## src/rtl/i2s_pkg.sv

```systemverilog
// Shared constants and types for the I2S transmit/receive paths.
package i2s_pkg;

  localparam int slots_per_channel_lp = 32;
  localparam int mclk_per_lrck_lp     = 256;
  localparam int slot_w_lp            = $clog2(slots_per_channel_lp);

  typedef struct packed {
    logic [23:0] left;
    logic [23:0] right;
  } stereo_sample_t;

endpackage

```

## src/rtl/i2s_clkgen.sv

```systemverilog
// Free-running I2S clock generator: mclk/sclk/lrck taken straight from counter
// bits, plus the slot index and the sclk-fall / frame-end strobes.
module i2s_clkgen
  import i2s_pkg::*;
#(
  parameter int mclk_div_log2_p = 1
) (
  input  logic                 clk_i,
  input  logic                 reset_n_i,
  output logic                 mclk_o,
  output logic                 sclk_o,
  output logic                 lrck_o,
  output logic [slot_w_lp-1:0] slot_o,
  output logic                 sclk_fall_o,
  output logic                 frame_end_o
);

  localparam int cnt_w_lp = mclk_div_log2_p + 8;

  logic [cnt_w_lp-1:0] cnt_q, cnt_d;

  always_comb begin
    cnt_d = cnt_q + cnt_w_lp'(1);
  end

  always_ff @(posedge clk_i or negedge reset_n_i) begin
    if (!reset_n_i) cnt_q <= '0;
    else            cnt_q <= cnt_d;
  end

  assign mclk_o      = cnt_q[mclk_div_log2_p-1];
  assign sclk_o      = cnt_q[mclk_div_log2_p+1];
  assign lrck_o      = cnt_q[cnt_w_lp-1];
  assign slot_o      = cnt_q[cnt_w_lp-2 -: slot_w_lp];
  // Strobes mark the last cycle before the low bits / whole counter wrap.
  assign sclk_fall_o = &cnt_q[mclk_div_log2_p+1:0];
  assign frame_end_o = &cnt_q;

endmodule

```

## src/rtl/i2s_tx.sv

```systemverilog
// I2S line-out transmitter with a one-pair holding buffer.
// Optional I2S_TX_HOLD_LAST_EN: on underrun, repeat the last transmitted pair.
module i2s_tx
  import i2s_pkg::*;
#(
  parameter int width_p         = 24,
  parameter int mclk_div_log2_p = 1
) (
  input  logic               clk_i,
  input  logic               reset_n_i,
  input  logic [width_p-1:0] data_left_i,
  input  logic [width_p-1:0] data_right_i,
  input  logic               valid_i,
  output logic               ready_o,
  output logic               mclk_o,
  output logic               lrck_o,
  output logic               sclk_o,
  output logic               sdout_o,
  output logic               underrun_o
);

  logic                 sclk_fall, frame_end;
  logic [slot_w_lp-1:0] slot, slot_next;
  logic                 accept;

  logic                   full_q, full_d;
  logic [2*width_p-1:0]   buf_q, buf_d;
  logic [2*width_p-1:0]   sr_q, sr_d;
  logic                   sdout_q, sdout_d;
`ifdef I2S_TX_HOLD_LAST_EN
  logic [2*width_p-1:0]   last_q, last_d;
`endif

  i2s_clkgen #(
    .mclk_div_log2_p(mclk_div_log2_p)
  ) u_clkgen (
    .clk_i      (clk_i),
    .reset_n_i  (reset_n_i),
    .mclk_o     (mclk_o),
    .sclk_o     (sclk_o),
    .lrck_o     (lrck_o),
    .slot_o     (slot),
    .sclk_fall_o(sclk_fall),
    .frame_end_o(frame_end)
  );

  assign accept    = valid_i & ~full_q;
  assign slot_next = slot + slot_w_lp'(1);

  always_comb begin
    full_d  = full_q;
    buf_d   = buf_q;
    sr_d    = sr_q;
    sdout_d = sdout_q;
`ifdef I2S_TX_HOLD_LAST_EN
    last_d  = last_q;
`endif
    if (accept) begin
      full_d = 1'b1;
      buf_d  = {data_left_i, data_right_i};
    end
    // A pair accepted on the frame-end cycle waits for the next frame.
    if (frame_end) begin
      if (full_q) begin
        sr_d   = buf_q;
        full_d = 1'b0;
`ifdef I2S_TX_HOLD_LAST_EN
        last_d = buf_q;
`endif
      end else begin
`ifdef I2S_TX_HOLD_LAST_EN
        sr_d = last_q;
`else
        sr_d = '0;
`endif
      end
    end
    // Left bits leave first; the right half follows in the second half-frame.
    if (sclk_fall) begin
      if (slot_next != '0 && int'(slot_next) <= width_p) begin
        sdout_d = sr_q[2*width_p-1];
        sr_d    = {sr_q[2*width_p-2:0], 1'b0};
      end else begin
        sdout_d = 1'b0;
      end
    end
  end

  always_ff @(posedge clk_i or negedge reset_n_i) begin
    if (!reset_n_i) begin
      full_q  <= 1'b0;
      buf_q   <= '0;
      sr_q    <= '0;
      sdout_q <= 1'b0;
    end else begin
      full_q  <= full_d;
      buf_q   <= buf_d;
      sr_q    <= sr_d;
      sdout_q <= sdout_d;
    end
  end

`ifdef I2S_TX_HOLD_LAST_EN
  always_ff @(posedge clk_i or negedge reset_n_i) begin
    if (!reset_n_i) last_q <= '0;
    else            last_q <= last_d;
  end
`endif

  assign ready_o    = ~full_q;
  assign sdout_o    = sdout_q;
  assign underrun_o = frame_end & ~full_q;

endmodule
```

## config.mk

```make
export PLATFORM = sky130hd
export DESIGN_NAME = i2s_tx
export DESIGN_NICKNAME = d
export VERILOG_FILES = /design/src/rtl/i2s_pkg.sv /design/src/rtl/i2s_clkgen.sv /design/src/rtl/i2s_tx.sv
export SDC_FILE = /design/constraint.sdc
export NUM_CORES = 1
export LEC_CHECK = 0
export ABC_AREA = 1
export BUFFER_PORTS_ARGS = -buffer_cell sky130_fd_sc_hd__buf_4
export CORE_MARGIN = 10
export CORE_UTILIZATION = 53
export DETAILED_ROUTE_END_ITERATION = 10
export PLACE_DENSITY_LB_ADDON = 0.3
export SLEW_MARGIN = 20
export SYNTH_ARGS = -nofsm -noshare
export SYNTH_HDL_FRONTEND = slang
export SYNTH_SLANG_ARGS = --single-unit
```

## constraint.sdc

```tcl
create_clock -name clk_i -period 1.6 [get_ports clk_i]
set_input_delay 0.32 -clock clk_i [delete_from_list [all_inputs] [get_ports clk_i]]
set_output_delay 0.32 -clock clk_i [all_outputs]
set_load 0.02 [all_outputs]
```

Word level (Yosys, flattened, before mapping):

Cells that the tools add are included.

* add/subtract/negate cells: 2
* order comparisons: 1
* muxes and demuxes: 8
* bitwise logic cells: 3
* reduce and logical (&&, ||, !) cells: 4

Operator list (count)
* $mux W48: 4
* $add A9 B1 Y9 const B: 1
* $reduce_and A9 Y1: 1
* $add A5 B1 Y5 const B: 1
* $le A5 B5 Y1 const B: 1
* $reduce_bool A5 Y1: 1
* $mux W1: 4
* $reduce_and A3 Y1: 1
* $and A1 B1 Y1: 2
* $logic_and A1 B1 Y1: 1
* $not A1 Y1: 1

* flip-flop bits (word level): 107
* bits of input ports: 51
* logic and storage cells: 23

Logic depth before layout (Yosys ltp):

* word-level depth: 5
* mapped depth: 14
* mapped depth without buffers: 11

Modules after synthesis:

A second synthesis with hierarchy kept.

* cell total of the unflattened synthesis: 632
* area, all modules: 5211.2 µm²

Modules (own cells, without submodules)
* i2s_tx: instances 1, cells each 587, area an instance 4782.1 µm², seq. area each 2452.4 µm²
* i2s_clkgen: instances 1, cells each 45, area an instance 429.2 µm², seq. area each 225.2 µm²

Worst setup path after synthesis:

OpenSTA, ideal clock, no wires.

* kind: register to output
* start: reg u_clkgen.cnt_q[0]
* end: out underrun_o
* arrival time: 1693 ps
* required time: 1280 ps
* slack: -413 ps
* cell stages (with the launch flop): 11
* path buffers: 2
* cells stage by stage: dfrtp_1 > ha_1 > nand2_1 > inv_1 > nand2_1 > nor2_1 > ha_1 > buf_2 > inv_2 > buf_2 > nor2_1

* word-level cells in the longest chain between the ends: 2

Ends and longest elaborated chain
* from (decl): line i2s_clkgen.sv:20 `logic [cnt_w_lp-1:0] cnt_q, cnt_d;`
* from (signal assigned): line i2s_clkgen.sv:28 `else cnt_q <= cnt_d;`
* $reduce_and A9 Y1: line i2s_clkgen.sv:37 `assign frame_end_o = &cnt_q;`
* $and A1 B1 Y1: line i2s_tx.sv:112 `assign underrun_o = frame_end & ~full_q;`
* to (decl): line i2s_tx.sv:19 `output logic underrun_o`

Every way passes these cells.

Final worst setup path:

* start: reg u_clkgen.cnt_q[1]
* end: out underrun_o

Same word-level chain as after synthesis.

==> metrics.cfg <==
[grt]
grt_max_degree = 34
track_usage_pct = 18.8
antenna_found_initial = 0
grt_pass1_vias = 4495
grt_remaining_overflow = 0
grt_pass1_wl_um = 22200

[routing]
route.detailed.drc = 0
drt-total-wl_um = 14600
wl_per_cell_um = 17.6
dr_total_vias = 4669
drt_iter0_markers = 462
first_pass_iters = 5
vias_per_cell = 5.63
postRouteAntennaNets = 0

[floorplan]
rows = 35
dieArea_um2 = 14100
core-area_um2 = 9330
ios = 57
die_w_um = 119
initial_core_util_pct = 55.2
dieHeight_um = 119

[critical_path]
critical_path_class = reg2out
crit_path_max_incr_delay_ns = 0.40
startpoint_type = flip-flop
worst_setup_path_end_kind = output pin
crit_path_max_fanout = 3
required_ns = 1.28
critical_path_arrival_ns = 1.60
r2r_slack_ns = -0.25
r2r_cells = 14
crit_chain = ha_4, nand2_2, inv_2, nand2_4, nor2_4, ha_4, inv_4, nor2_4, buf_6
crit_slowest_cell = dfrtp_1

[layout]
multi_input_area_um2 = 2680
syn2layout_area_growth_pct = 34.0
final_area_um2 = 6890
ff_latch_area_um2 = 2680
postLayoutCoreUtil_pct = 73.9
nFillCells = 616
final_common_cell = nand2_1
final_cell_mix = 150 x nand2_1, 105 x dfrtp_1, 92 x nand3_1
drive_gt1_share_pct = 35.4
final_nets = 751
antenna_cells = 0

[sta]
fin_setup_tns_ns = -9.32
hold_viol_final = 0
slew_violations = 0
hold_slack_ns = 0.164
fin_crit_ns = 1.92
timing.slew.headroom_pct = 67.7
clock.fmax_mhz = 520
setup_violations = 49
tightest_slew_ns = 0.484
period_share_pct = 120
rsz0062_at_grt = yes
worst_slack_ns = -0.324
clock_skew_ns = 0.0112

[cts]
cts.clk_slew.worst_paths_ns = 0.10
clock-sinks = 107
cts_buffers = 9
cts_buffer_depth = 2
cts_max_level = 3
clkLatencyLatePin_ns = 0.38
cts-root-buf = clkbuf_8
cts_tree = done

[synth]
synth_cells = 627
yosysTopAreaCell = dfrtp_1
synthTopCellsByArea = dfrtp_1 52%, nand2_1 15%, nand3_1 14%, nand3b_1 7.0%, inv_1 3.9%
netlist.area_leader.share_pct = 52.0
syn_area_per_cell_um2 = 8.21
yosysSeqAreaShare_pct = 52.0
synth_cell_type_count = 16
syn_nets = 681
synth.ff_latch_count = 107
synthesis.area_um2 = 5150
synth_warnings = 0

[run_status]
violations = setup timing
outcome = complete, but fails checks

[place]
gp_congestion = 0.822
hpwl_um = 8200
placed_area_um2 = 5830
portBuffers = 56

[worst_hold_path]
min_path_type = in2reg
min_path_cells = 3

[job]
max_cap_violations = 0

[power_and_ir_drop]
power.total_mw = 4.50
power_per_cell_area_nw_per_um2 = 652
p_leak_nw = 3.96
ir_drop_v = 0.000378

==> kinds of logic (layout without fill, tap and decap cells) <==
| logic type | Yosys count | after routing | share of synthesized area (%) |
|---|---|---|---|
| buf+inv | 103 | 176 | 9.60 |
| compound gates | 3 | 3 | 0.292 |
| simple gates | 409 | 409 | 37.0 |
| fa+ha+maj | 3 | 3 | 0.729 |
| flops | 107 | 107 | 52.0 |
| xor+xnor | 2 | 2 | 0.340 |
==> metrics by stage <==
| stage | std cells | setup WS, ns |
|---|---|---|
| after floorplan | 627 | -0.158 |
| after global placement | 803 | -0.0730 |
| after detailed placement | 803 | -0.155 |
| after CTS | 829 | -0.460 |
| after global routing | 829 | -0.428 |
| final | 829 | -0.324 |
==> final timing paths <==
kind                                        start         end
worst max-delay path            u_clkgen.cnt_q[1]  underrun_o
worst min-delay path              data_right_i[3]    buf_q[3]
worst max register to register  u_clkgen.cnt_q[1]    sr_q[38]
worst min register to register          buf_q[19]   buf_q[19]
max in group asynchronous               reset_n_i    sr_q[10]
min in group asynchronous               reset_n_i   buf_q[35]
==> state kept, by name, indices dropped and copies added (netlist names) <==
register / count
sdout_o: 1
u_clkgen.cnt_q: 9
sr_q: 48
full_q: 1
buf_q: 48
==> cell usage after synthesis, drive strengths merged <==
library cell and count:
nand3 147, nand3b 48, o21ai 3, ha 3, buf 40, nor2 6, dfrtp 107, nand2 208
clkbuf 8, inv 55, xnor2 2
==> report_power, final <==
group          switching [mW]  internal [mW]
Sequential                  0           2.70
Clock                   0.899          0.707
Combinational          0.0962         0.0940
==> area by class of cell <==
cell class	instances	share of cell area [%]
clock buffers	11	1.91
inverters	55	3.07
flip-flops and latches	107	38.9
well taps	129	2.34
multi-input cells	417	38.8
repair buffers	107	14.4
clock inverters	3	0.617
==> per-layer routing <==
metal	wire (um)	global-route usage [%]	share of wire, %	up-vias
li1	-	-	-	2138
met1	6000	24.0	41	2327
met2	7440	30.5	51	183
met3	952	4.76	6.5	21
met4	212	5.95	1.5	0
met5	0	0	0	-
==> critical path, delay by kind of cell, from the launching register on <==
family | cells | cell delay [ns]
adder cells (fa/ha/maj) | 2 | 0.32
buffers and inverters | 3 | 0.24
flip-flops | 1 | 0.40
AND/OR/NAND/NOR | 4 | 0.28
==> repair_timing <==
| item | 4_1_cts | 5_1_grt |
|---|---|---|
| cloned | 6 | 0 |
| gates resized for setup | 24 | 159 |
| setup endpoints to repair | 50 | 50 |
| buffers inserted | 5 | 3 |
| hold endpoints to repair | 27 | 0 |
| pin swaps | 19 | 55 |
| hold buffers | 1 | 0 |
Power figures use the tool's default switching activity.
